File: src/rtl/button_capture_if.sv
// rtl/button_capture_if.sv - button pins, CPU poll strobe and status outputs of button_capture
//
// Purpose:
//   Groups the player-button pins, the CPU poll strobe and the capture block's
//   outputs so the board/CPU side and the capture block share one bundle.
// Signals:
//   red_button, blue_button,
//   green_button, yellow_button  raw asynchronous button pins
//   poll                         high while the CPU reads data-memory address 7
//   button_out[31:0]             status word {28'b0, overrun, color[1:0], valid}
//   held[3:0]                    debounced levels {yellow, green, blue, red}
// Modports:
//   master  board/CPU side: drives pins and poll, observes status
//   slave   capture block: samples pins and poll, drives status

interface button_capture_if;
  logic        red_button;
  logic        blue_button;
  logic        green_button;
  logic        yellow_button;
  logic        poll;
  logic [31:0] button_out;
  logic [3:0]  held;

  modport master (
    output red_button,
    output blue_button,
    output green_button,
    output yellow_button,
    output poll,
    input  button_out,
    input  held
  );

  modport slave (
    input  red_button,
    input  blue_button,
    input  green_button,
    input  yellow_button,
    input  poll,
    output button_out,
    output held
  );
endinterface

File: src/rtl/button_capture.sv
// rtl/button_capture.sv - debounced player-button capture with read-to-clear status word
//
// Purpose:
//   Synchronises and debounces the four player buttons, remembers the first
//   new press and reports it to the CPU as a 32-bit status word. The press is
//   cleared on the cycle the CPU's poll strobe falls.
// Parameters:
//   DEBOUNCE_CYCLES  consecutive stable synced samples needed to accept a level change (>= 1)
//   ACTIVE_LOW       1 = raw pins are active-low and are inverted before synchronising
// Ports:
//   clock            system clock
//   reset            asynchronous active-high reset
//   bus (slave)      pins and poll in; button_out and held out
// Status word:
//   [0] valid, [2:1] color (00 red, 01 blue, 10 green, 11 yellow), [3] overrun, [31:4] zero

module button_capture #(
  parameter int DEBOUNCE_CYCLES = 500000,
  parameter bit ACTIVE_LOW      = 1'b0
) (
  input logic             clock,
  input logic             reset,
  button_capture_if.slave bus
);

  localparam int            CW      = $clog2(DEBOUNCE_CYCLES + 1);
  localparam logic [CW-1:0] LP_ONE  = CW'(1);
  // The counter value on the edge before acceptance; the accepting edge is
  // the DEBOUNCE_CYCLES-th consecutive stable sample.
  localparam logic [CW-1:0] LP_LAST = CW'(DEBOUNCE_CYCLES - 1);

  typedef enum logic [1:0] {
    ST_IDLE,
    ST_PRESS_WAIT,
    ST_PRESSED,
    ST_RELEASE_WAIT
  } state_t;

  // ---------------------------------------------------------------------
  // Input conditioning: polarity fix then 2-flop synchroniser per button.
  // Bit order everywhere is {yellow, green, blue, red} = index {3,2,1,0},
  // so the bit index is also the color code.
  // ---------------------------------------------------------------------
  logic [3:0] w_raw;
  logic [3:0] r_sync1;
  logic [3:0] r_sync2;

  assign w_raw = {bus.yellow_button, bus.green_button,
                  bus.blue_button,   bus.red_button} ^ {4{ACTIVE_LOW}};

  always_ff @(posedge clock or posedge reset) begin
    if (reset) begin
      r_sync1 <= '0;
      r_sync2 <= '0;
    end else begin
      r_sync1 <= w_raw;
      r_sync2 <= r_sync1;
    end
  end

  // ---------------------------------------------------------------------
  // Per-button debounce FSMs. r_press is a one-cycle pulse on the edge a
  // press is accepted; r_held mirrors the debounced level.
  // ---------------------------------------------------------------------
  state_t        r_state [4];
  logic [CW-1:0] r_cnt   [4];
  logic [3:0]    r_held;
  logic [3:0]    r_press;

  always_ff @(posedge clock or posedge reset) begin
    if (reset) begin
      for (int i = 0; i < 4; i++) begin
        r_state[i] <= ST_IDLE;
        r_cnt[i]   <= '0;
      end
      r_held  <= '0;
      r_press <= '0;
    end else begin
      r_press <= '0;
      for (int i = 0; i < 4; i++) begin
        case (r_state[i])
          ST_IDLE: begin
            if (r_sync2[i]) begin
              if (DEBOUNCE_CYCLES <= 1) begin
                // A single stable sample is already enough.
                r_state[i] <= ST_PRESSED;
                r_cnt[i]   <= '0;
                r_held[i]  <= 1'b1;
                r_press[i] <= 1'b1;
              end else begin
                r_state[i] <= ST_PRESS_WAIT;
                r_cnt[i]   <= LP_ONE;
              end
            end
          end

          ST_PRESS_WAIT: begin
            if (!r_sync2[i]) begin
              r_state[i] <= ST_IDLE;
              r_cnt[i]   <= '0;
            end else if (r_cnt[i] == LP_LAST) begin
              r_state[i] <= ST_PRESSED;
              r_cnt[i]   <= '0;
              r_held[i]  <= 1'b1;
              r_press[i] <= 1'b1;
            end else begin
              r_cnt[i] <= r_cnt[i] + LP_ONE;
            end
          end

          ST_PRESSED: begin
            if (!r_sync2[i]) begin
              if (DEBOUNCE_CYCLES <= 1) begin
                r_state[i] <= ST_IDLE;
                r_cnt[i]   <= '0;
                r_held[i]  <= 1'b0;
              end else begin
                r_state[i] <= ST_RELEASE_WAIT;
                r_cnt[i]   <= LP_ONE;
              end
            end
          end

          ST_RELEASE_WAIT: begin
            if (r_sync2[i]) begin
              // Bounce back high: still pressed, no new pulse.
              r_state[i] <= ST_PRESSED;
              r_cnt[i]   <= '0;
            end else if (r_cnt[i] == LP_LAST) begin
              r_state[i] <= ST_IDLE;
              r_cnt[i]   <= '0;
              r_held[i]  <= 1'b0;
            end else begin
              r_cnt[i] <= r_cnt[i] + LP_ONE;
            end
          end

          default: begin
            r_state[i] <= ST_IDLE;
            r_cnt[i]   <= '0;
          end
        endcase
      end
    end
  end

  // ---------------------------------------------------------------------
  // Capture register and read-to-clear.
  // ---------------------------------------------------------------------
  logic       r_poll_d;
  logic       r_valid;
  logic [1:0] r_color;
  logic       r_overrun;
  logic       w_clear;
  logic       w_any_press;
  logic [1:0] w_press_color;

  // Clear happens on the cycle the CPU's read strobe drops.
  assign w_clear     = r_poll_d & ~bus.poll;
  assign w_any_press = |r_press;

  // Lowest index wins: red > blue > green > yellow.
  always_comb begin
    w_press_color = 2'd3;
    if (r_press[0]) begin
      w_press_color = 2'd0;
    end else if (r_press[1]) begin
      w_press_color = 2'd1;
    end else if (r_press[2]) begin
      w_press_color = 2'd2;
    end
  end

  always_ff @(posedge clock or posedge reset) begin
    if (reset) begin
      r_poll_d  <= 1'b0;
      r_valid   <= 1'b0;
      r_color   <= 2'd0;
      r_overrun <= 1'b0;
    end else begin
      r_poll_d <= bus.poll;
      if (w_any_press) begin
        // A press coinciding with the clear edge starts a fresh capture
        // rather than being lost or counted as an overrun.
        if (!r_valid || w_clear) begin
          r_valid   <= 1'b1;
          r_color   <= w_press_color;
          r_overrun <= 1'b0;
        end else begin
          r_overrun <= 1'b1;
        end
      end else if (w_clear) begin
        r_valid   <= 1'b0;
        r_color   <= 2'd0;
        r_overrun <= 1'b0;
      end
    end
  end

  assign bus.button_out = {28'd0, r_overrun, r_color, r_valid};
  assign bus.held       = r_held;

endmodule

File: src/flat_wrapper.sv
// flat-port wrapper written by rule: the top's interface ports become plain ports
module button_capture_flat 
#(
  parameter int DEBOUNCE_CYCLES = 500000,
  parameter bit ACTIVE_LOW      = 1'b0
)
  (clock, reset, bus_red_button, bus_blue_button, bus_green_button, bus_yellow_button, bus_poll, bus_button_out, bus_held);
  button_capture_if bus_i ();
  input logic clock;
  input logic reset;
  input wire logic [$bits(bus_i.red_button)-1:0] bus_red_button;
  input wire logic [$bits(bus_i.blue_button)-1:0] bus_blue_button;
  input wire logic [$bits(bus_i.green_button)-1:0] bus_green_button;
  input wire logic [$bits(bus_i.yellow_button)-1:0] bus_yellow_button;
  input wire logic [$bits(bus_i.poll)-1:0] bus_poll;
  output wire logic [$bits(bus_i.button_out)-1:0] bus_button_out;
  output wire logic [$bits(bus_i.held)-1:0] bus_held;
  assign bus_i.red_button = bus_red_button;
  assign bus_i.blue_button = bus_blue_button;
  assign bus_i.green_button = bus_green_button;
  assign bus_i.yellow_button = bus_yellow_button;
  assign bus_i.poll = bus_poll;
  assign bus_button_out = bus_i.button_out;
  assign bus_held = bus_i.held;
  button_capture #(.DEBOUNCE_CYCLES(DEBOUNCE_CYCLES), .ACTIVE_LOW(ACTIVE_LOW)) u_core (.clock(clock), .reset(reset), .bus(bus_i));
endmodule
File: config.mk
export PLATFORM = sky130hd
export DESIGN_NAME = button_capture_flat
export DESIGN_NICKNAME = d
export VERILOG_FILES = /design/src/rtl/button_capture_if.sv /design/src/rtl/button_capture.sv /design/src/flat_wrapper.sv
export SDC_FILE = /design/constraint.sdc
export NUM_CORES = 1
export LEC_CHECK = 0
export ABC_AREA = 1
export CORE_UTILIZATION = 59
export DETAILED_ROUTE_END_ITERATION = 7
export GPL_TIMING_DRIVEN = 0
export PLACE_DENSITY = 0.88
export SKIP_CTS_REPAIR_TIMING = 1
export SLEW_MARGIN = 0
export SYNTH_ARGS = -nofsm -noshare
export SYNTH_HDL_FRONTEND = slang
export SYNTH_SLANG_ARGS = --single-unit
File: constraint.sdc
create_clock -name clock -period 5 [get_ports clock]
set_input_delay 1.5 -clock clock [delete_from_list [all_inputs] [get_ports clock]]
set_output_delay 1.5 -clock clock [all_outputs]
set_load 0.01 [all_outputs]
# Word-level counts from Yosys, hierarchy flattened
# Cells that the tools add are included.
dict set report totals {
  register_bits 105
  inputBits 7
  output_inout_bits 36
  elab_cells 194
}
dict set report op_classes {
  add_sub_neg 4
  n_eq_ne 49
  muxes 95
  bitwise 2
  reduce_logical 25
}
# operator count
set ops {}
lappend ops {{$mux 19} 20}
lappend ops {{$pmux 19 s4} 4}
lappend ops {{$add 19x1->19 const B} 4}
lappend ops {{$eq 19x19->1 const B} 4}
lappend ops {{$mux 2} 29}
lappend ops {{$mux 1} 34}
lappend ops {{$ne 2x1->1 const B} 16}
lappend ops {{$pmux 2 s4} 4}
lappend ops {{$reduce_and 5->1} 4}
lappend ops {{$ne 2x2->1 const B} 9}
lappend ops {{$eq 2x2->1 const B} 8}
lappend ops {{$reduce_and 4->1} 4}
lappend ops {{$ne 3x1->1 const B} 4}
lappend ops {{$ne 3x3->1 const B} 4}
lappend ops {{$reduce_and 2->1} 5}
lappend ops {{$reduce_bool 2->1} 5}
lappend ops {{$eq 2x1->1 const B} 4}
lappend ops {{$logic_not 2->1} 4}
lappend ops {{$pmux 1 s2} 4}
lappend ops {{$reduce_or 4->1} 1}
lappend ops {{$and 1x1->1} 1}
lappend ops {{$logic_not 1->1} 1}
lappend ops {{$logic_or 1x1->1} 1}
lappend ops {{$not 1->1} 1}

# Depth between registers and ports, before layout
# Gate-level depths: netlist of run 1.
dict set report logic_depth {
  word_depth 5
  mapped_depth 11
  depth_no_buf 11
}

# Worst setup path after synthesis of run 1
# No wires, ideal clock.
dict set report synth_timing {
  path_type {input-to-reg}
  from {input bus_poll}
  to {register u_core.r_color[0]}
  setup_ps 95
  arrival_ps 1961
  required_time_ps 4905
  path_slack_ps 2944
  path_stages 5
  n_path_buf 0
  path_cell_list {inv_1 -> nand2_1 -> nand2_1 -> nand2_1 -> o31ai_1}
}
dict set report synth_between {
  elab_chain_len 5
  word_cells_on_any_way 6
  classes_between {1 x eq/ne; 2 x bitwise; 3 x reduce/logical}
}
# item line
set synth_rtl {}
lappend synth_rtl {{start, declared} flat_wrapper.sv:15} ;# input wire logic [$bits(bus_i.poll)-1:0] bus_poll;
lappend synth_rtl {{$not 1->1 (*)} button_capture.sv:159} ;# assign w_clear = r_poll_d & ~bus.poll;
lappend synth_rtl {{$and 1x1->1 (*)} button_capture.sv:159}
lappend synth_rtl {{$logic_or 1x1->1} button_capture.sv:185} ;# if (!r_valid || w_clear) begin
lappend synth_rtl {{$ne 2x2->1 (no source line)} -}
lappend synth_rtl {{$reduce_and 2->1 (no source line) (*)} -}
lappend synth_rtl {{end signal, assigned} button_capture.sv:187} ;# r_color <= w_press_color;
lappend synth_rtl {{end, declared} button_capture.sv:152} ;# logic [1:0] r_color;
# Every way passes the cells marked *; elsewhere a longest branch is shown, timed or not.
# A chain may end at the register's enable or synchronous reset.

# Final worst setup path of run 1
dict set report layout_timing {
  from {register u_core.r_valid}
  to {output bus_button_out[0]}
}
# item line
set layout_lines {}
lappend layout_lines {{start, declared} button_capture.sv:151} ;# logic r_valid;
lappend layout_lines {{start signal, assigned} button_capture.sv:177} ;# r_valid <= 1'b0;
lappend layout_lines {{start signal, assigned} button_capture.sv:186} ;# r_valid <= 1'b1;
lappend layout_lines {{start signal, assigned} button_capture.sv:193} ;# r_valid <= 1'b0;
lappend layout_lines {{end, declared} flat_wrapper.sv:16} ;# output wire logic [$bits(bus_i.button_out)-1:0] bus_button_out;
# No word-level cell between the ends.

==> run summary, run 1 <==
- **arrival time worst endpoint** 1.40 ns
- **launch point of the worst reg-to-reg path** u_core.r_cnt[38]
- **initial standard-cell utilization of the core** 61.4%
- **I/O Buffers** 14
- **number of clock sinks** 105
- **pin count of the biggest net entering global routing** 75
- **hold violation total from the final report** 0
- **average cell area after synthesis** 7.73 µm²
- **global-route congestion overflow total** 0
- **buffer depth of the longest clock path** 2
- **post-placement cell count** 959
- **worst-path fanout max** 2
- **number of vias per cell after detailed routing** 5.17
- **proportion of synthesized flip-flops having asynchronous set or reset** 100%
- **final setup violation count** 0
- **worst clock skew on the final layout** 0.0120 ns
- **global routing usage summed across all routing layers** 24.6%
- **launch instance of the worst min-delay path** u_core.r_sync1[2]
- **power density cells** 314 nW/µm²
- **Initial DRT Pass Iterations** 5
- **wire length of the first global-routing pass** 20.5 mm
- **number of max-cap violations** 0
- **Final Net Count** 848
- **clk slew on worst S/H paths** 0.10 ns
- **predominant post-synthesis flop cell** sky130_fd_sc_hd__dfrtp_1
- **antenna diode count** 0
- **overall die area** 10700 µm²
- **RSZ-0062 raised after global routing** no
- **post-synth cell types** 39
- **ranking of synthesized cells by instance count** sky130_fd_sc_hd__nand2_1, sky130_fd_sc_hd__inv_1, sky130_fd_sc_hd__dfrtp_1
- **post-synthesis instance total** 784
- **area used by sequential logic in the layout** 2630 µm²
- **worst-case hold slack** 0.356 ns
- **filler cell count** 811
- **run status** finished clean
- **placeable core region** 9860 µm²
- **CP cell instances** buf_4 -> clkdlybuf4s50_1
- **ANT nets after route** 0
- **warnings from Yosys** 0
- **Die Height** 103 µm
- **slowest cell on the critical path** sky130_fd_sc_hd__clkdlybuf4s50_1
- **final critical delay including setup and external delays** 2.90 ns
- **TritonCTS clock tree** done
- **most used standard cell by instance count after synthesis** sky130_fd_sc_hd__nand2_1
- **number of placement rows** 36
- **gp weighted congestion** 0.876
- **reg2reg setup slack** 3.17 ns
- **number of global-route vias before repair** 4783
- **path depth of the worst reg2reg path** 8
- **endpoint of the worst hold path** u_core.r_sync2[2]
- **post-synth top area share** 43.4%
- **DRC Markers** 0
- **worst min-delay path category** register to register
- **overall via count from detail_route** 5038
- **Multi-input gate area** 2800 µm²
- **Synth-to-Final Area Change** 10.5%
- **number of clock buffers inserted by TritonCTS** 9
- **number of DRC violations after detailed-routing iteration 0** 245
- **endpoint type of the worst setup path** output port
- **I/O pin count** 43
- **non-filler cells, final** 975
- **CP Launch Type** register
- **Die X-Extent** 103 µm
- **Worst VDD drop** 0.279 mV
- **cell type with the largest total area after synthesis** sky130_fd_sc_hd__dfrtp_1
- **Critical Path RT** 3.50 ns
- **main area contributors after synthesis** sky130_fd_sc_hd__dfrtp_1, sky130_fd_sc_hd__nand2_1, sky130_fd_sc_hd__inv_1
- **fraction of layout instances using a drive strength above 1** 12.4%
- **routed wire length per instance** 12.1 µm
- **count of flip-flops with a built-in enable after synthesis** 0
- **netlist area before placement** 6060 µm²
- **Total Wirelength** 11.8 mm
- **Final Max Slew Viols** 0
- **Yosys reg bits** 105
- **Hold Path Stages** 0
- **final HPWL from detailed placement** 8.57 mm
- **FMAX** 345 MHz
- **period utilization** 58.0%
- **Leakage** 3.18 nW
- **buffer type at the clock tree root** sky130_fd_sc_hd__clkbuf_8
- **proportion of synthesized chip area in sequential cells** 43.4%
- **H-tree lvl count** 3
- **category of the most critical setup path** register to output port
- **antenna violations before repair** 0
- **maximum cell stage delay along the critical path** 0.52 ns
- **worst reg2reg endpoint** u_core.r_cnt[53]
- **clock latency on the worst-skew pair** 0.38 ns
flip-flops by register name (all words and copies together), names as in the netlist, named ones only:
| signal | cells |
|---|---|
| u_core.r_valid | 1 |
| u_core.r_color | 2 |
| u_core.r_poll_d | 1 |
| u_core.r_overrun | 1 |
| u_core.r_press | 4 |
| u_core.r_sync2 | 4 |
| u_core.bus.held | 4 |
| u_core.r_state | 4 |
| u_core.r_sync1 | 4 |
| u_core.r_cnt | 76 |
where the power goes:
part | total [W] | switching, W | internal, W
Clock | 0.000535 | 0.000288 | 0.000247
Sequential | 0.000991 | 0.0000701 | 0.000921
Combinational | 0.000579 | 0.000401 | 0.000178
layout by cell type (no fill, tap or decap), types with 3 or more instances in the layout:
cell and count:
sky130_fd_sc_hd__a21oi_1 17, sky130_fd_sc_hd__buf_4 33, sky130_fd_sc_hd__buf_6 3, sky130_fd_sc_hd__clkbuf_8 10
sky130_fd_sc_hd__clkdlybuf4s50_1 14, sky130_fd_sc_hd__conb_1 28, sky130_fd_sc_hd__dfrtp_1 105, sky130_fd_sc_hd__ha_1 4
sky130_fd_sc_hd__inv_1 111, sky130_fd_sc_hd__inv_2 5, sky130_fd_sc_hd__nand2_1 171, sky130_fd_sc_hd__nand2_2 11
sky130_fd_sc_hd__nand2_4 3, sky130_fd_sc_hd__nand3_1 58, sky130_fd_sc_hd__nand3_2 5, sky130_fd_sc_hd__nand4_1 26
sky130_fd_sc_hd__nor2_1 97, sky130_fd_sc_hd__nor2_2 9, sky130_fd_sc_hd__nor2_4 6, sky130_fd_sc_hd__nor3_1 16
sky130_fd_sc_hd__nor3_2 3, sky130_fd_sc_hd__o21ai_0 30, sky130_fd_sc_hd__o22ai_1 14, sky130_fd_sc_hd__o31ai_1 4
sky130_fd_sc_hd__xnor2_1 3, sky130_fd_sc_hd__xor2_1 30
per-layer routing:
layer,share of wire (%),track usage [%]
met1,44,31.7
met2,49,41.7
met3,5.0,5.44
met4,1.5,7.48
met5,0,0
kinds of logic (layout without fill, tap and decap cells):
| logic type | count (synthesis) | count (layout) | share of synthesized area (%) |
|---|---|---|---|
| adders and majority gates | 4 | 4 | 0.826 |
| DFF | 105 | 105 | 43.4 |
| other | 1 | 28 | 0.0619 |
| and+or+nand+nor | 415 | 415 | 32.4 |
| xor gates and xnor gates | 33 | 33 | 4.77 |
| buffers and inverters | 155 | 186 | 12.1 |
| AOI/OAI and AO/OA | 71 | 71 | 6.52 |
stage by stage:
stage / utilization (%) / instance area (µm²) / total power (W) / worst slack [ns] / TNS, ns
after global routing: 67.9 / 6690 / 0.00224 / 2.04 / 0
after floorplan: - / 6160 / 0.00144 / 0.739 / 0
final: 67.9 / 6690 / 0.00211 / 2.10 / 0
after global placement: 65.6 / 6470 / 0.00156 / -0.795 / -82.90
after CTS: 67.9 / 6690 / 0.00212 / 2.08 / 0
after detailed placement: 65.9 / 6500 / 0.00158 / 2.36 / 0
worst max path at each step:
| stage | start | to | slack, ns | cells past startpoint |
|---|---|---|---|---|
| 3_5_place_dp | bus_poll | u_core.r_color[0] | 2.36 | 7 |
| 6_report | u_core.r_valid | bus_button_out[0] | 2.10 | 2 |
| 3_3_place_gp | reset | u_core.r_cnt[39] | -0.80 | 2 |
| 2_1_floorplan | reset | async pin | 0.74 | 1 |
| 4_1_cts | u_core.r_valid | bus_button_out[0] | 2.08 | 2 |
| 5_1_grt | u_core.r_overrun | bus_button_out[3] | 2.04 | 2 |
area by class of cell:
cell class | count | share of cell area [%]
flip-flops and latches | 105 | 39.3
repair buffers | 15 | 2.50
plain buffers | 38 | 4.36
clock buffers | 12 | 2.17
clock inverters | 4 | 0.766
inverters | 117 | 6.60
well taps | 133 | 2.49
multi-input cells | 551 | 41.9
critical path, delay by kind of cell, from the launching register on:
kind | cells | cell delay, ns
buffers and inverters | 2 | 0.64
DFF | 1 | 0.39
No activity file was read; power rests on OpenSTA's default activity.
==> run 2: changes to the inputs <==
Clock period 5 ns to 3.01 ns, I/O delays scaled along.
==> run 2 against run 1 <==
  * Largest cell class unchanged
  * Largest power group unchanged
  * Critical path depth unchanged
  * Power increased by 65%
  * Combinational power is 66% higher
==> run summary, run 2 (synthesized netlist as in run 1, its figures left out) <==
- **run status** finished clean
- **max-slew headroom at the worst pin** 59.5%
- **initial standard-cell utilization of the core** 61.4%
- **buffer depth of the longest clock path** 2
- **non-filler cells, final** 976
- **CP cell instances** buf_4 -> clkdlybuf4s50_1
- **number of max-cap violations** 0
- **Final Max Slew Viols** 0
- **register with the most flip-flops** u_core.r_cnt
- **period utilization** 75.5%
- **area used by sequential logic in the layout** 2630 µm²
- **number of clock sinks** 105
- **TritonCTS clock tree** done
- **Worst VDD drop** 0.415 mV
- **clock latency on the worst-skew pair** 0.39 ns
- **Critical Path RT** 2.11 ns
- **Die X-Extent** 103 µm
- **RSZ-0062 raised after global routing** no
- **antenna violations before repair** 0
- **buffer type at the clock tree root** sky130_fd_sc_hd__clkbuf_8
- **number of vias per cell after detailed routing** 5.16
- **number of placement rows** 36
- **transition at the pin with the smallest max-transition slack** 0.606 ns
- **CP Launch Type** register
- **number of clock buffers inserted by TritonCTS** 9
- **sum of negative setup slack** 0 ns
- **fraction of layout instances using a drive strength above 1** 12.7%
- **post-placement cell count** 960
- **Synth-to-Final Area Change** 10.7%
- **global-route congestion overflow total** 0
- **Total Wirelength** 11.8 mm
- **highest-count cells in the layout ignoring fill and taps** sky130_fd_sc_hd__nand2_1, sky130_fd_sc_hd__inv_1, sky130_fd_sc_hd__dfrtp_1
- **H-tree lvl count** 3
- **FMAX** 440 MHz
- **worst clock skew on the final layout** 0.0121 ns
- **antenna diode count** 0
- **gp weighted congestion** 0.893
- **I/O pin count** 43
- **arrival time worst endpoint** 1.37 ns
- **slowest cell on the critical path** sky130_fd_sc_hd__clkdlybuf4s50_1
- **Initial DRT Pass Iterations** 4
- **hold violation total from the final report** 0
- **most common cell after layout, fill and taps aside** sky130_fd_sc_hd__nand2_1
- **pin count of the biggest net entering global routing** 45
- **final critical delay including setup and external delays** 2.27 ns
- **DRC Markers** 0
- **Die Height** 103 µm
- **ANT nets after route** 0
- **clk slew on worst S/H paths** 0.11 ns
- **overall die area** 10700 µm²
- **overall via count from detail_route** 5036
- **Leakage** 3.18 nW
- **power density cells** 518 nW/µm²
- **final HPWL from detailed placement** 8.73 mm
- **Multi-input gate area** 2800 µm²
- **I/O Buffers** 14
- **endpoint type of the worst setup path** output port
- **final setup violation count** 0
- **Final Net Count** 849
- **maximum cell stage delay along the critical path** 0.46 ns
- **wire length of the first global-routing pass** 20.4 mm
- **Largest register FFs** 76
- **global routing usage summed across all routing layers** 24.6%
- **routed wire length per instance** 12.1 µm
- **number of DRC violations after detailed-routing iteration 0** 213
- **filler cell count** 813
- **worst-path fanout max** 2
- **worst min-delay path category** register to register
- **placeable core region** 9860 µm²
- **category of the most critical setup path** register to output port
- **number of global-route vias before repair** 4697
[run 2: metal layers]
| metal | vias up | wire length (µm) | global-route usage (%) |
|---|---|---|---|
| li1 | 2549 | - | - |
| met1 | 2329 | 5360 | 31.7 |
| met2 | 135 | 5690 | 40.8 |
| met3 | 23 | 542 | 5.04 |
| met4 | 0 | 199 | 9.75 |
| met5 | - | 0 | 0 |
[run 2: final timing paths]
check	start	end	slack, ns	cells past startpoint
max in group asynchronous	reset	async pin	1.24	4
min reg2reg	u_core.r_sync1[1]	u_core.r_sync2[1]	0.36	0
max	u_core.r_valid	bus_button_out[0]	0.74	2
min in group asynchronous	reset	u_core.r_state[2]	0.92	2
min	u_core.r_sync1[1]	u_core.r_sync2[1]	0.36	0
max reg2reg	u_core.r_cnt[38]	u_core.r_cnt[40]	1.19	8
[run 2: stage by stage]
step                      util [%]  cell area, µm²  setup slack [ns]  power [W]  hold slack (ns)
after floorplan                  -            6160             0.847    0.00239            0.331
after global placement        65.6            6470            -0.170    0.00259            0.333
after detailed placement      66.0            6510             0.749    0.00263            0.337
after CTS                     68.0            6710             0.719    0.00349            0.361
after global routing          68.0            6710             0.673    0.00370            0.378
final                         68.0            6710             0.737    0.00347            0.358
[run 2: report_power, final]
| group | internal (W) | leakage, nW | total, W | switching (W) |
|---|---|---|---|---|
| Combinational | 0.000299 | 1.67 | 0.000961 | 0.000662 |
| Clock | 0.000325 | 0.0966 | 0.000864 | 0.000539 |
| Sequential | 0.00153 | 1.42 | 0.00165 | 0.000117 |
[run 2: cell type report]
class	count	share of cell area [%]
clock inverter	7	1.08
sequential	105	39.2
buffer	38	4.35
timing repair buffer	16	2.69
inverter	117	6.60
clock buffer	9	1.85
multi-input combinational	551	41.8
tap	133	2.48
[run 2: critical path, delay by kind of cell (launching register included)]
| family | cells | cell delay [ns] |
|---|---|---|
| buf+inv | 2 | 0.59 |
| flops | 1 | 0.40 |
==> run 3: changes to the inputs <==
Settings changed: CORE_UTILIZATION 59 to 54, PLACE_DENSITY 0.88 to 0.85.
Clock period 3.01 ns to 2 ns, I/O delays scaled along.
==> run 3 against run 2 <==
  * Cell count up 0.72%
  * Combinational power up 50%
  * Non-clock buffer count up 1
  * Clock power up 41%
  * Critical path type unchanged
  * Largest power group unchanged
  * Register-to-register slack worse by 0.94 ns
  * Sequential power up 50%
  * Sequential share of layout area about the same
  * Count of clock-buffer cells in the layout up 3
  * Worst setup slack worse by 0.66 ns
  * Final area about the same
  * Hold slack better by 0.0039 ns
  * First-iteration DRC count down 26%
==> run summary, run 3 (synthesized netlist as in run 1, its figures left out) <==
- **run status** finished clean
- **buffer type at the clock tree root** sky130_fd_sc_hd__clkbuf_8
- **wire length of the first global-routing pass** 20.4 mm
- **FMAX** 521 MHz
- **worst-path fanout max** 2
- **launch point of the worst reg-to-reg path** u_core.r_cnt[38]
- **gp weighted congestion** 0.870
- **I/O pin count** 43
- **Total Wirelength** 11.5 mm
- **Critical Path RT** 1.40 ns
- **Sequential Power Share** 48.2%
- **met3 demand-to-capacity share in global routing** 4.94%
- **Clk network pwr share** 23.7%
- **antenna violations before repair** 0
- **Synth-to-Final Area Change** 10.8%
- **part of the power in combinational logic** 28.0%
- **final setup violation count** 0
- **highest-count cells in the layout ignoring fill and taps** sky130_fd_sc_hd__nand2_1, sky130_fd_sc_hd__inv_1, sky130_fd_sc_hd__dfrtp_1
- **period utilization** 96.0%
- **TritonCTS clock tree** done
- **overall die area** 11600 µm²
- **beginning of the critical path** u_core.r_color[1]
- **clk slew on worst S/H paths** 0.10 ns
- **number of buffer and inverter stages on the critical path** 1
- **H-tree lvl count** 3
- **ANT nets after route** 0
- **power spent charging and discharging nets** 0.00185 W
- **buffer depth of the longest clock path** 2
- **placeable core region** 10900 µm²
- **number of global-route vias before repair** 4626
- **maximum cell stage delay along the critical path** 0.55 ns
- **number of clock sinks** 105
- **peak-usage layer in the global routing report** met2
- **Initial DRT Pass Iterations** 5
- **pin count of the biggest net entering global routing** 44
- **number of clock buffers inserted by TritonCTS** 9
- **post-route design area** 6710 µm²
- **number of vias per cell after detailed routing** 5.04
- **Final Net Count** 850
- **final critical delay including setup and external delays** 1.92 ns
- **Post-Place Cell Area** 6520 µm²
- **most common cell after layout, fill and taps aside** sky130_fd_sc_hd__nand2_1
- **arrival time worst endpoint** 1.32 ns
- **routed wire length per instance** 11.7 µm
- **Pint** 0.00327 W
- **number of placement rows** 38
- **met2 Use GR** 36.5%
- **number of DRC violations after detailed-routing iteration 0** 158
- **max-slew headroom at the worst pin** 61.8%
- **number of max-cap violations** 0
- **clock latency on the worst-skew pair** 0.38 ns
- **filler cell count** 970
- **global-route congestion overflow total** 0
- **register with the most flip-flops** u_core.r_cnt
- **kind of cell with the highest combined delay on the critical path** buffers and inverters
- **Power, Total** 0.00512 W
- **DRC Markers** 0
- **worst clock skew on the final layout** 0.0122 ns
- **overall via count from detail_route** 4953
- **launch instance of the worst min-delay path** u_core.r_sync1[1]
- **Largest register FFs** 76
- **transition at the pin with the smallest max-transition slack** 0.572 ns
- **CP Launch Type** register
- **Final Max Slew Viols** 0
- **final HPWL from detailed placement** 8.69 mm
- **initial standard-cell utilization of the core** 55.7%
- **antenna diode count** 0
- **Die Height** 108 µm
- **Layout Utilization** 61.7%
- **global routing usage summed across all routing layers** 22.3%
- **slowest cell on the critical path** sky130_fd_sc_hd__clkdlybuf4s50_1
- **Die X-Extent** 108 µm
- **I/O Buffers** 14
- **endpoint type of the worst setup path** output port
- **category of the most critical setup path** register to output port
- **GR Layer Usage met1** 29.1%
- **CP cell instances** clkdlybuf4s50_1
- **RSZ-0062 raised after global routing** no
- **Worst VDD drop** 0.594 mV
- **power density cells** 763 nW/µm²
- **Leakage** 3.22 nW
- **switching part of the total power** 36.2%
- **worst-case hold slack** 0.362 ns
- **worst min-delay path category** register to register
- **fraction of layout instances using a drive strength above 1** 12.6%
- **hold violation total from the final report** 0
run 3: routing by layer:
metal,vias up,part of all wire (%)
li1,2554,-
met1,2272,46
met2,108,48
met3,19,4.5
met4,0,1.6
met5,-,0
run 3: final timing paths:
| path | cells after the start | slack, ns | endpoint |
|---|---|---|---|
| max in group asynchronous | 4 | 0.53 | u_core.r_cnt[17] |
| setup / recovery | 1 | 0.08 | bus_button_out[2] |
| hold reg to reg | 0 | 0.36 | u_core.r_sync2[1] |
| min in group asynchronous | 2 | 0.62 | u_core.r_sync1[2] |
| hold / removal | 0 | 0.36 | u_core.r_sync2[1] |
| setup reg to reg | 8 | 0.25 | u_core.r_cnt[51] |
run 3: area by class of cell:
class                           instances  area, µm²  share of cell area, %
Inverter                              117        443                   6.60
Multi-Input combinational cell        551       2800                   41.8
Buffer                                 38        292                   4.34
Clock inverter                          3       25.0                  0.373
Tap cell                              140        175                   2.61
Sequential cell                       105       2630                   39.1
Timing Repair Buffer                   17        193                   2.87
Clock buffer                           12        155                   2.31
run 3: power groups by stage:
stage          registers, W  logic (W)  clock network, W
3_5_place_dp        0.00251    0.00144                 0
3_3_place_gp        0.00251    0.00139                 0
2_1_floorplan       0.00248    0.00112                 0
4_1_cts             0.00247    0.00145           0.00127
6_report            0.00247    0.00144           0.00122
5_1_grt             0.00250    0.00162           0.00136
run 3: metrics by stage:
step           setup WS [ns]  TNS, ns  cells
4_1_cts              0.00892        0    982
5_1_grt              0.00696        0    983
2_1_floorplan          0.140        0    811
3_3_place_gp          -0.870   -90.53    965
3_5_place_dp          0.0603        0    967
6_report              0.0798        0    983
==> variant 1: new RTL, settings of run 1 <==
`DEBOUNCE_CYCLES` is set to 500000 in 2 places; all go to 250000.
--- a/src/rtl/button_capture.sv
+++ b/src/rtl/button_capture.sv
@@ -17,3 +17,3 @@
 module button_capture #(
-  parameter int DEBOUNCE_CYCLES = 500000,
+  parameter int DEBOUNCE_CYCLES = 250000,
   parameter bit ACTIVE_LOW      = 1'b0
--- a/src/flat_wrapper.sv
+++ b/src/flat_wrapper.sv
@@ -3,3 +3,3 @@
 #(
-  parameter int DEBOUNCE_CYCLES = 500000,
+  parameter int DEBOUNCE_CYCLES = 250000,
   parameter bit ACTIVE_LOW      = 1'b0
Check against the original RTL: same outputs for any inputs over 10 cycles, from zero or initial values and one cycle with reset high; that may be too few to reach the edited logic, so the function may still have changed.
==> variant 1 against run 1 <==
Register-to-register slack improved by 0.09 ns; setup slack improved by 0.057 ns; design area decreased by 4.3%; sequential cell count decreased by 4; clock skew increased by 0.00063 ns; wire length increased by 0.29%; synthesized area decreased by 4.3%; critical path type unchanged; critical endpoint is now bus_button_out[3].
Power is not compared: it rests on default switching activity, and its combinational part moved more than twofold at a synthesized area within 25%.
==> variant 1: results (changes against run 1) <==
| Metric | Value |
|---|---|
| Hold Path Origin | u_core.r_sync1[1] |
| Initial antenna violation count | 0 (unchanged) |
| Via/cell ratio | 5.21 (+0.76%) |
| Placed Cells | 921 (-4.0%) |
| Synth area leaders | dfrtp_1, nand2_1, inv_1 |
| Nets | 814 (-4.0%) |
| End of the worst hold path | u_core.r_sync2[1] |
| DRT iter0 DRCs | 336 (+37%) |
| Yosys cell types | 34 (-13%) |
| DRT Wirelength | 11800 microns (+0.29%) |
| Mean Syn Cell Area | 7.73 sq um (about the same) |
| Pre-CTS worst setup slack | 2.32 ns (-0.0439 ns) |
| Largest net degree at the start of global routing | 53 (-29%) |
| Max reg flops | 72 (-5.3%) |
| Reg-to-Reg Start | u_core.r_cnt[19] |
| Worst Hold Slack | 0.357 ns (+0.000833 ns) |
| Internal power | 1.12 mW |
| Crit path to | bus_button_out[3] |
| Worst-Margin Slew | 0.634 ns |
| Placer Congestion | 0.905 (+3.3%) |
| # fillers | 725 (-11%) |
| Layout cell share with drive strength beyond 1 | 13.4% (+1.0 points) |
| Clk_lat worst skew | 0.37 ns |
| Worst r2r dst | u_core.r_cnt[22] |
| GR Util All Layers | 25.1% (+0.44 points) |
| Pre-antenna DRT Iters | 6 (+1) |
| Post-detail-place hpwl | 8690 microns (+1.5%) |
| Sequential area share after synthesis | 43.6% (+0.22 points) |
| Top cells by count, synth | nand2_1, dfrtp_1, inv_1 |
| Skew final | 0.0126 ns (+0.000626 ns) |
| Via count | 4873 (-3.3%) |
| Vias in the first global route | 4591 (-4.0%) |
| Synth-to-Final Area Change | 10.5% (about the same) |
| Reg2reg setup slack | 3.26 ns (+0.09 ns) |
| Final Cycle Share | 56.9% (-1.1 points) |
| Async SR Flop Fraction | 100% (unchanged) |
| Crit. Startpoint | u_core.r_overrun |
| Placed Area | 6230 sq um (-4.1%) |
| Critical Path AT | 1.34 ns (-0.06 ns) |
| Status | finished, final reports clean |
| First-pass GRT wire length | 20200 microns (-1.8%) |
| Max stage delay on crit path | 0.46 ns (-0.06 ns) |
==> variant 1: cell count changes after synthesis, sizes merged, moves of 4 or more <==
cell,delta
dfrtp,-4
inv,-10
nand4,-8
nor2,-4
o21ai,+4
==> variant 1: layout make-up <==
cell class                      instances  share of cell area, %
Buffer                                 36                   4.26
Clock buffer                           10                   2.15
Clock inverter                          5                  0.566
Inverter                              107                   6.31
Multi-Input combinational cell        533                   42.1
Sequential cell                       101                   39.5
Tap cell                              129                   2.52
Timing Repair Buffer                   15                   2.62
==> variant 1: metal layers <==
layer  GRT usage (%)  vias to the layer above  share of wire (%)
met4            10.1                        0                1.7
met1            31.9                     2255                 44
met5               0                        -                  0
li1                -                     2440                  -
met2            41.9                      158                 49
met3            5.52                       20                5.8
==> variant 1: cell families after synthesis <==
group,after synthesis,synth area share (%)
xor gates and xnor gates,30,4.53
buffers and inverters,143,11.6
and+or+nand+nor,396,31.8
AOI/OAI and AO/OA,75,7.49
DFF,101,43.6
other,1,0.0647
adders and majority gates,4,0.863
==> variant 2: new RTL, settings of run 1 <==
Made on the original files. Make the reset (`reset`) synchronous in 3 clocked blocks. Comments in the files are not updated.
--- a/src/rtl/button_capture.sv
+++ b/src/rtl/button_capture.sv
@@ -50,3 +50,3 @@
 
-  always_ff @(posedge clock or posedge reset) begin
+  always_ff @(posedge clock) begin
     if (reset) begin
@@ -69,3 +69,3 @@
 
-  always_ff @(posedge clock or posedge reset) begin
+  always_ff @(posedge clock) begin
     if (reset) begin
@@ -173,3 +173,3 @@
 
-  always_ff @(posedge clock or posedge reset) begin
+  always_ff @(posedge clock) begin
     if (reset) begin
Function: same outputs for any inputs over 10 cycles, from zero or initial values and one cycle with reset high; that may be too few to reach the edited logic, so the function may still have changed.
==> variant 2 against run 1 <==
Register-to-register slack got worse by 0.74 ns; total power decreased by 7.7%; design area increased by 2.3%; combinational power decreased by 48%; wire length decreased by 2.6%; sequential share of layout area increased by 3.7 points; highest routed layer unchanged; via count decreased by 3.3%; sequential cell count unchanged; setup slack got worse by 0.79 ns; die area increased by 3.4%; synthesized area increased by 3.4%.
==> variant 2: results (changes against run 1) <==
| Metric | Value |
|---|---|
| M1 GR Usage | 29.3% (-2.4 points) |
| Final WS setup | 1.31 ns (-0.786 ns) |
| Slowest cell on crit path | nand2_1 |
| Worst r2r dst | u_core.r_cnt[3][17] |
| Ys flop type | edfxtp_1 |
| Placed Cells | 945 (-1.5%) |
| Vias in the first global route | 4554 (-4.8%) |
| Reg2reg setup slack | 2.43 ns (-0.74 ns) |
| # fillers | 825 (+1.7%) |
| DR WL/cell | 12.0 microns (-1.2%) |
| EDFF count, synth | 84 (+84) |
| Placed Area | 6680 sq um (+2.8%) |
| VDD IR max | 144 uV (-48%) |
| Pre-CTS worst setup slack | 0.911 ns (-1.45 ns) |
| Status | finished, final reports clean |
| Nets | 831 (-2.0%) |
| First-pass GRT wire length | 20000 microns (-2.7%) |
| Async SR Flop Fraction | 0% (-100 points) |
| Max stage delay on crit path | 0.57 ns (+0.05 ns) |
| CP Capture Type | flop |
| GR Util All Layers | 22.4% (-2.3 points) |
| Placer Congestion | 0.877 (+0.10%) |
| Kind of cell adding the most delay to the critical path | simple AND/OR/NAND/NOR gates |
| Post-synthesis adder-cell area fraction | 0.799% (-0.027 points) |
| Mean Syn Cell Area | 8.16 sq um (+5.6%) |
| Reg-to-Reg Start | u_core.r_cnt[3][0] |
| Met3 global-route usage | 3.93% (-1.5 points) |
| Leak | 2.89 nW (-9.1%) |
| Met3 wire len | 514 microns (-14%) |
| Layout cell share with drive strength beyond 1 | 10.4% (-1.9 points) |
| Post-detail-place hpwl | 8470 microns (-1.1%) |
| Met2 WL | 5300 microns (-8.7%) |
| End of the worst hold path | u_core.r_sync2[0] |
| Sequential area share after synthesis | 47.0% (+3.6 points) |
| Worst hold stages | 2 (+2) |
| Skew final | 0.0159 ns (+0.00392 ns) |
| Largest net degree at the start of global routing | 20 (-73%) |
| Synth Area in Compound Gates | 2.40% (-4.1 points) |
| Hold Path Origin | u_core.r_sync1[0] |
| Synth area leaders | edfxtp_1, nor2_1, nand2_1 |
| GR Layer Usage met2 | 37.3% (-4.4 points) |
[variant 2: cell types whose count changed after synthesis, sizes merged, moves of 21 or more]
cell	before	now
dfrtp	105	0
dfxtp	0	21
edfxtp	0	84
nand2	185	129
nor2	113	165
o21ai	32	8
[variant 2: layout make-up]
| class | instances | area (sq um) | area share [%] |
|---|---|---|---|
| inverter | 119 | 447 | 6.52 |
| buffer | 39 | 285 | 4.16 |
| multi-input combinational | 532 | 2690 | 39.3 |
| clock inverter | 6 | 43.8 | 0.639 |
| sequential | 105 | 2940 | 43.0 |
| timing repair buffer | 14 | 140 | 2.05 |
| clock buffer | 10 | 128 | 1.86 |
| tap | 136 | 170 | 2.48 |
[variant 2: where the power goes]
group	leakage (nW)	switching, mW	internal (mW)
clock network	0.0870	0.293	0.184
registers	1.07	0.100	1.06
logic	1.73	0.195	0.108
[variant 2: tightest hold or removal path: cells and delay by family, from the launching register on]
kind | cells | cell delay [ns]
simple gates | 1 | 0.03
buf+inv | 1 | 0.04
flops | 1 | 0.31
